==> config.mk <==
export PLATFORM = sky130hd
export DESIGN_NAME = rb_arbiter
export DESIGN_NICKNAME = d
export VERILOG_FILES = /design/src/rtl/rb_pkg.sv /design/src/rtl/rr_pick.sv /design/src/rtl/rb_arbiter.sv
export SDC_FILE = /design/constraint.sdc
export NUM_CORES = 1
export LEC_CHECK = 0
export ABC_AREA = 1
export CORE_UTILIZATION = 35
export DETAILED_ROUTE_END_ITERATION = 7
export GPL_ROUTABILITY_DRIVEN = 1
export GPL_TIMING_DRIVEN = 0
export MAX_ROUTING_LAYER = met4
export SETUP_SLACK_MARGIN = 0.3
export SLEW_MARGIN = 5
export SYNTH_ARGS = -nofsm -noshare
export SYNTH_HDL_FRONTEND = slang
export SYNTH_SLANG_ARGS = --single-unit
==> constraint.sdc <==
create_clock -name clk -period 4 [get_ports clk]
set_input_delay 0.8 -clock clk [delete_from_list [all_inputs] [get_ports clk]]
set_output_delay 0.8 -clock clk [all_outputs]
set_load 0.02 [all_outputs]
==> src/rtl/rb_pkg.sv <==
// Shared constants and grant encoding for the register-bank arbiter.
package rb_pkg;

    localparam int AW       = 4;
    localparam int DW       = 32;
    localparam int NUM_REGS = 16;
    localparam int REG_PC   = 15;

    typedef enum logic [1:0] {
        G_IDLE,
        G_WRITE,
        G_READ
    } grant_t;

endpackage

==> src/rtl/rr_pick.sv <==
// Combinational round-robin picker: first pending requester strictly after
// the last granted one, in circular order.
module rr_pick #(
    parameter int NREQ = 3,
    parameter int PW   = (NREQ > 1) ? $clog2(NREQ) : 1
) (
    input  logic [NREQ-1:0] pend,
    input  logic [PW-1:0]   last,
    output logic            valid,
    output logic [PW-1:0]   idx
);

    int cand;

    always_comb begin
        valid = 1'b0;
        idx   = '0;
        cand  = 0;
        // Offset 1 first so the last winner is considered only after everyone else.
        for (int k = 1; k <= NREQ; k++) begin
            cand = (int'(last) + k) % NREQ;
            if (!valid && pend[cand]) begin
                valid = 1'b1;
                idx   = PW'(cand);
            end
        end
    end

endmodule

==> src/rtl/rb_arbiter.sv <==
// 16x32 register bank shared by NREQ toggle-handshake readers and one writer;
// one access per clock, write priority bounded by a streak limit.
module rb_arbiter
    import rb_pkg::*;
#(
    parameter int NREQ        = 3,
    parameter int AW          = rb_pkg::AW,
    parameter int DW          = rb_pkg::DW,
    parameter int WSTREAK_MAX = 2
) (
    input  logic                 clk,
    input  logic                 reset_n,
    input  logic [NREQ-1:0]      rd_trigger,
    input  logic [NREQ*AW-1:0]   rd_addr,
    output logic [NREQ*DW-1:0]   rd_data,
    output logic [NREQ-1:0]      rd_ready,
    input  logic                 wr_trigger,
    input  logic [AW-1:0]        wr_addr,
    input  logic [DW-1:0]        wr_data,
    output logic                 wr_ready,
    output logic [DW-1:0]        pc_out
);

    localparam int PW = (NREQ > 1) ? $clog2(NREQ) : 1;

    logic [DW-1:0]   regs [NUM_REGS];
    logic [NREQ-1:0] rd_phase;
    logic [NREQ-1:0] rd_pend;
    logic [NREQ-1:0] rd_gnt;
    logic            wr_phase;
    logic            wr_pend;
    logic            any_rd;
    logic [PW-1:0]   rr_ptr;
    logic [PW-1:0]   pick_idx;
    logic            pick_valid;
    logic [1:0]      wstreak;
    logic [AW-1:0]   sel_addr;
    grant_t          grant;

    function automatic logic [1:0] sat_inc(input logic [1:0] v);
        return (v == 2'b11) ? v : v + 2'd1;
    endfunction

    assign rd_pend  = rd_trigger ^ rd_phase;
    assign wr_pend  = wr_trigger ^ wr_phase;
    assign any_rd   = |rd_pend;
    assign rd_ready = ~rd_pend;
    assign wr_ready = ~wr_pend;
    assign pc_out   = regs[REG_PC];

    rr_pick #(
        .NREQ (NREQ),
        .PW   (PW)
    ) u_pick (
        .pend  (rd_pend),
        .last  (rr_ptr),
        .valid (pick_valid),
        .idx   (pick_idx)
    );

    always_comb begin
        sel_addr = rd_addr[int'(pick_idx)*AW +: AW];
    end

    // Write wins unless it has already held off a waiting reader WSTREAK_MAX times.
    always_comb begin
        grant = G_IDLE;
        if (wr_pend && (!any_rd || int'(wstreak) < WSTREAK_MAX)) begin
            grant = G_WRITE;
        end else if (pick_valid) begin
            grant = G_READ;
        end
    end

    always_comb begin
        rd_gnt = '0;
        if (grant == G_READ) begin
            rd_gnt[pick_idx] = 1'b1;
        end
    end

    always_ff @(posedge clk or negedge reset_n) begin
        if (!reset_n) begin
            for (int r = 0; r < NUM_REGS; r++) begin
                regs[r] <= '0;
            end
            rd_phase <= '0;
            wr_phase <= 1'b0;
            rd_data  <= '0;
            rr_ptr   <= '0;
            wstreak  <= '0;
        end else begin
            case (grant)
                G_WRITE: begin
                    regs[wr_addr] <= wr_data;
                    wr_phase      <= wr_trigger;
                    wstreak       <= any_rd ? sat_inc(wstreak) : 2'd0;
                end
                G_READ: begin
                    rd_data[int'(pick_idx)*DW +: DW] <= regs[sel_addr];
                    rd_phase[pick_idx]               <= rd_trigger[pick_idx];
                    rr_ptr                           <= pick_idx;
                    wstreak                          <= 2'd0;
                end
                default: begin
                end
            endcase
        end
    end

    // A second toggle before service cancels the first and the request is lost.
    for (genvar g = 0; g < NREQ; g++) begin : g_rd_retoggle
        a_rd_retoggle: assert property (@(posedge clk) disable iff (!reset_n)
            (rd_pend[g] && !rd_gnt[g]) |=> $stable(rd_trigger[g]));
    end

    a_wr_retoggle: assert property (@(posedge clk) disable iff (!reset_n)
        (wr_pend && grant != G_WRITE) |=> $stable(wr_trigger));

endmodule
; ---- Word level (Yosys, flattened, before mapping)
; Cells that the tools add are included.
; W data, S select, Z words.
[word_totals]
in_bits = 54
word_cells = 95
out_inout_bits = 132
register_bits = 616
[classes]
shift = 3
n_addsub = 5
reduce_logical = 12
eq_ne = 4
div_mod_pow = 3
n_bitwise = 6
order_cmp = 9
muxes = 32
[op_table]
columns = operator, n
row1 = $bwmux W512, 1
row2 = $bmux W32 S4, 1
row3 = $demux W32 S4, 1
row4 = $bwmux W96, 1
row5 = $lt A32 B4 Y1 const B, 3
row6 = $mod A32 B3 Y32 const B, 3
row7 = $mux W32, 3
row8 = $shift A32 B33 Y96 const A, 1
row9 = $shiftx A32 B33 Y96, 1
row10 = $neg A7 Y33, 1
row11 = $mux W2, 7
row12 = $shiftx A12 B5 Y4, 1
row13 = $mux W1, 11
row14 = $ge A5 B5 Y1 const B, 2
row15 = $not A4 Y5, 2
row16 = $bmux W1 S2, 4
row17 = $add A2 B2 Y3 const B, 2
row18 = $logic_and A1 B1 Y1, 5
row19 = $lt A5 B1 Y1 const B, 1
row20 = $eq A2 B2 Y1 const B, 2
row21 = $pmux W2 S2, 1
row22 = $add A2 B1 Y3 const B, 1
row23 = $bwmux W3, 1
row24 = $logic_not A1 Y1, 3
row25 = other kinds (15), 15

; ---- Depth between registers and ports, before layout
[logic_depth]
word_depth = 19
depth_mapped = 20
depth_no_buf = 18

; ---- Hierarchy
; Synthesis repeated with hierarchy kept, for this count alone.
[unflattened]
cells_unflattened = 3418
hier_area_um2 = 28335.9
[modules_own_cells]
columns = mod, cells_each, seq_area_each_um2, n_inst, area_each_um2
row1 = rb_arbiter, 3376, 15414.8, 1, 28122.0
row2 = rr_pick, 42, 0.0, 1, 214.0

; ---- Worst setup path after synthesis
; Ideal clock, no wire load.
[synth_path]
kind = input -> register
from = in rd_trigger[1]
to = reg rd_data[65]
setup_slack_ps = 1053
setup_ps = 66
t_arrival_ps = 2881
path_stages = 14
required_time_ps = 3934
path_buffers = 2
cell_sequence = nand2_1 -> nand2_1 -> nand2_1 -> nand3_2 -> nand2_2 -> nand3_2 -> nand3_2 -> nand2_2 -> buf_6 -> ha_1 -> nor3_1 -> clkbuf_1 -> nand4_1 -> nand2_1
[synth_between]
elab_chain_cells = 18
word_cells_on_any_way = 36
classes_between = add/sub (1) / eq/ne (1) / shift (3) / mux (21) / bitwise (2) / reduce/logical (8)
[synth_rtl]
columns = element, line_no
row1 = from (decl), rb_arbiter.sv:13  ; input logic [NREQ-1:0] rd_trigger,
row2 = $xor A3 B3 Y3 (*), rb_arbiter.sv:44  ; assign rd_pend = rd_trigger ^ rd_phase;
row3 = $bmux W1 S2, rr_pick.sv:22  ; if (!valid && pend[cand]) begin
row4 = $mux W1 (not written as such) (2 in series), rr_pick.sv:22
row5 = $mux W1, rr_pick.sv:22
row6 = $logic_not A1 Y1, rr_pick.sv:22
row7 = $logic_and A1 B1 Y1, rr_pick.sv:22
row8 = $mux W1, rr_pick.sv:22
row9 = $logic_not A1 Y1, rr_pick.sv:22
row10 = $logic_and A1 B1 Y1, rr_pick.sv:22
row11 = $mux W2, rr_pick.sv:22
row12 = $shiftx A12 B5 Y4, rb_arbiter.sv:62  ; sel_addr = rd_addr[int'(pick_idx)*AW +: AW];
row13 = $not A4 Y5 (not written as such), rb_arbiter.sv:100  ; rd_data[int'(pick_idx)*DW +: DW] <= regs[sel_addr];
row14 = $bmux W32 S4, rb_arbiter.sv:100
row15 = $mux W32 (not written as such) (2 in series), rb_arbiter.sv:100
row16 = $shiftx A32 B33 Y96, rb_arbiter.sv:100
row17 = $bwmux W96, rb_arbiter.sv:100
row18 = "to (signal, indexed assignment)", rb_arbiter.sv:100
row19 = to (decl), rb_arbiter.sv:15  ; output logic [NREQ*DW-1:0] rd_data,
; Mark *: on every way between the ends. The rest lies on a longest branch, timed or not. The select of a mux whose other input is x is not followed.
; A chain may end at the register's enable or synchronous reset.

; ---- Worst setup path after layout
[layout_path]
from = reg rr_ptr[0]
to = reg rd_data[18]
[layout_between]
elab_chain_cells = 19
word_cells_on_any_way = 37
classes_between = add/sub (4) / div (3) / eq/ne (1) / shift (3) / mux (21) / bitwise (1) / reduce/logical (4)
[layout_rtl]
columns = element, line_no
row1 = from (decl), rb_arbiter.sv:33  ; logic [PW-1:0] rr_ptr;
row2 = from (signal assigned), rb_arbiter.sv:102  ; rr_ptr <= pick_idx;
row3 = $add A2 B1 Y3, rr_pick.sv:21  ; cand = (int'(last) + k) % NREQ;
row4 = $mod A32 B3 Y32, rr_pick.sv:21
row5 = $bmux W1 S2, rr_pick.sv:22
row6 = $mux W1 (not written as such) (2 in series), rr_pick.sv:22
row7 = $mux W1, rr_pick.sv:22
row8 = $logic_not A1 Y1, rr_pick.sv:22
row9 = $logic_and A1 B1 Y1, rr_pick.sv:22
row10 = $mux W1, rr_pick.sv:22
row11 = $logic_not A1 Y1, rr_pick.sv:22
row12 = $logic_and A1 B1 Y1, rr_pick.sv:22
row13 = $mux W2, rr_pick.sv:22
row14 = $shiftx A12 B5 Y4, rb_arbiter.sv:62
row15 = $not A4 Y5 (not written as such), rb_arbiter.sv:100
row16 = $bmux W32 S4, rb_arbiter.sv:100
row17 = $mux W32 (not written as such) (2 in series), rb_arbiter.sv:100
row18 = $shiftx A32 B33 Y96, rb_arbiter.sv:100
row19 = $bwmux W96, rb_arbiter.sv:100
; Several ways; a longest one is shown, not always the timed one. The select of a mux whose other input is x is not followed.

==> results.py <==
metrics = {
    "logic_synthesis": {
        "yosys_warnings": 0,
        "yosys.area_share.adder_pct": 0.4013,
        "ys_ff_latch": 616,
        "synth_nets": 3473,
        "synth_top_family_by_area": "simple AND/OR/NAND/NOR gates",
        "synth-seq-area-share_pct": 54.93,
        "syn_area_sq_um": 28060,
        "avgSynthCellArea_sq_um": 8.229,
        "muxShareOfSynthArea_pct": 0,
        "synth-xor-area-share_pct": 0.03121,
        "yosys.area_share.simple_pct": 28.58,
        "synth_compound_gate_area_share_pct": 10.02,
        "yosysUniqueCellTypes": 29,
        "netlist_instances": 3410,
    },
    "hold_path": {
        "hold_class": "input port to async pin",
    },
    "timing": {
        "tightest_slew_ns": 0.9441,
        "fin_crit_ns": 3.555,
        "fin_worst_skew_ns": 0.01795,
        "finalHoldViolCount": 0,
        "setup_violations": 0,
        "hold_ws_ns": 0.1086,
        "rsz0062_at_grt": "yes",
        "slew_viol_final": 0,
        "relSlewSlack_pct": 37.06,
        "max_freq_mhz": 281.3,
        "min_period_over_period_pct": 88.87,
    },
    "clock_tree": {
        "cts.path.max_buffers": 3,
        "cts_hold_buf": 0,
        "cts_tree": "built",
        "cts_buffers": 70,
        "clkTransAtPathRegs_ns": 0.06,
        "cts_root_buf": "clkbuf_16",
        "h-tree-depth": 3,
        "cts_sinks": 616,
        "clock_latency_ns": 0.62,
    },
    "finish": {
        "final_util_pct": 43.24,
        "multi_input_area_sq_um": 11230,
        "register_area_sq_um": 15410,
        "nFillCells": 8058,
        "mostFrequentLayoutCell": "nand2_1",
        "insertedDiodeCount": 0,
        "layout_common_cells": "nand2_1, dfrtp_1, nand3_1",
        "area_growth_pct": 21.92,
        "nNetsFinal": 3740,
        "drive_above_1_share_pct": 9.174,
    },
    "setup_path": {
        "path_max_fanout": 12,
        "crit_start": "rr_ptr[0]$_DFFE_PN0P_",
        "critPathRequiredTime_ns": 4.46,
        "worst-r2r-cell-count": 20,
        "cp.arrival_ns": 4.02,
        "r2r_slack_ns": 0.45,
        "crit_end": "rd_data[18]$_DFFE_PN0P_",
        "setup.worst_path.start_class": "flop",
        "r2r_end": "rd_data[18]$_DFFE_PN0P_",
        "critPathKind": "flop to flop",
        "reg2reg_from": "rr_ptr[0]$_DFFE_PN0P_",
        "critical_path.endpoint_type": "flop",
    },
    "routing": {
        "drt-initial-drc-count": 2828,
        "via_count": 25690,
        "wirelength_mm": 97.79,
        "firstDrtPassIters": 8,
        "viasPerCell": 5.376,
        "wl_per_cell_um": 20.47,
        "drc": 0,
        "postRouteAntennaNets": 0,
    },
    "floorplan": {
        "core-area_sq_um": 79130,
        "die_width_um": 285.2,
        "pin_count": 186,
        "initial_core_util_pct": 35.46,
        "die-area_sq_um": 81310,
        "die_h_um": 285.2,
        "num_rows": 103,
    },
    "grt": {
        "grt_usage_pct": 24.65,
        "overflow": 0,
        "antenna_found_initial": 0,
        "grt_max_degree": 115,
        "grt_pass1_wl_mm": 149.5,
        "grt_pass1_vias": 24670,
    },
    "placement": {
        "port-buffer-count": 185,
        "gp_congestion": 0.9388,
        "hpwlAfterDp_mm": 71.71,
    },
    "status": {
        "status": "finished, final reports clean",
    },
    "job": {
        "drv_cap": 0,
    },
}
## layout make-up
type	instances	share of cell area, %
Sequential cell	616	45.06
Multi-Input combinational cell	2428	32.82
Clock buffer	96	6.060
Timing Repair Buffer	195	6.034
Buffer	303	4.696
Tap cell	1050	3.840
Clock inverter	27	0.7899
Inverter	63	0.7058
## worst min-delay path by stage
stage,start,endpoint,slack [ns]
6_report,reset_n,pc_out[7]$_DFFE_PN0P_,0.11
5_1_grt,reset_n,pc_out[7]$_DFFE_PN0P_,0.14
4_1_cts,reset_n,pc_out[7]$_DFFE_PN0P_,0.12
3_5_place_dp,rd_data[32]$_DFFE_PN0P_,rd_data[32]$_DFFE_PN0P_,0.46
3_3_place_gp,regs[469]$_DFFE_PN0P_,regs[469]$_DFFE_PN0P_,0.46
2_1_floorplan,regs[100]$_DFFE_PN0P_,regs[100]$_DFFE_PN0P_,0.45
## cells in the mapped netlist
library cell / number / area, sq um
nand2_1: 1153 / 4328
dfrtp_1: 616 / 15410
nand3_1: 594 / 2973
o21ai_0: 517 / 2587
clkbuf_1: 181 / 679.4
nand4_1: 68 / 425.4
buf_2: 63 / 315.3
inv_1: 57 / 214.0
buf_4: 52 / 390.4
o21ai_1: 34 / 170.2
nor2_1: 22 / 82.58
ha_1: 9 / 112.6
nand2_2: 7 / 43.79
buf_6: 6 / 67.56
inv_2: 6 / 22.52
nand3_2: 5 / 50.05
a21oi_1: 3 / 15.01
nand2_4: 3 / 33.78
nand3_4: 2 / 35.03
nor3_1: 2 / 10.01
o211ai_1: 2 / 15.01
a21oi_4: 1 / 16.27
and2_1: 1 / 6.260
buf_1: 1 / 3.750
nand4_2: 1 / 12.51
nor2b_4: 1 / 13.76
o32ai_1: 1 / 8.760
or2_2: 1 / 6.260
xnor2_1: 1 / 8.760
## routing by layer
metal | vias to the layer above | part of all wire [%] | GRT usage [%]
li1 | 11880 | - | -
met1 | 12680 | 44 | 33.46
met2 | 956 | 45 | 37.00
met3 | 178 | 7.7 | 4.752
met4 | 0 | 3.0 | 7.928
met5 | - | 0 | -
## logic make-up after synthesis
logic type	Yosys count
adders and majority gates	9
buffers and inverters	366
and+or+nand+nor	1860
DFF	616
xor gates and xnor gates	1
AOI/OAI and AO/OA	558
## timing repair
| item | in CTS | in global routing |
|---|---|---|
| gates resized for setup | 20 | 120 |
| setup endpoints to repair | 82 | 96 |
| pin swaps | 2 | 3 |
| setup buffers | 2 | 2 |
## through the flow
stage / setup slack [ns] / cells / TNS, ns / area (sq um)
finish: 0.4452 / 4778 / 0 / 34210
global route: 0.2874 / 4778 / 0 / 34210
CTS: 0.2346 / 4776 / 0 / 33840
detailed placement: -0.8029 / 4651 / -40.22 / 31410
global placement: -26.25 / 4645 / - / 31230
floorplan: 1.053 / 3410 / 0 / 28060
## worst max-delay path, stage by stage, from the launching register on
cell and delay [ns]:
dfrtp_1 0.41, inv_1 0.09, ha_2 0.32, inv_2 0.11
nand3_1 0.10, nand3_1 0.12, nand2_2 0.11, nand3_1 0.12
nand3_2 0.12, nand2_4 0.12, buf_6 0.17, nand2_1 0.07
nand3_1 0.15, nor2b_4 0.24, buf_12 0.20, buf_4 0.20
nand3_1 0.09, nand3_1 0.14, nand3_1 0.27, nand2_1 0.16
o21ai_1 0.06
## sequential cells by signal, summed over array words and instances (netlist names)
register,flops
pc_out,32
rd_data,96
rd_phase,3
regs,480
rr_ptr,2
wr_phase,1
wstreak,2
Power is left out: the tool's default activity adds up to more than one toggle a clock period on the data nets, which glitch-free logic cannot reach.
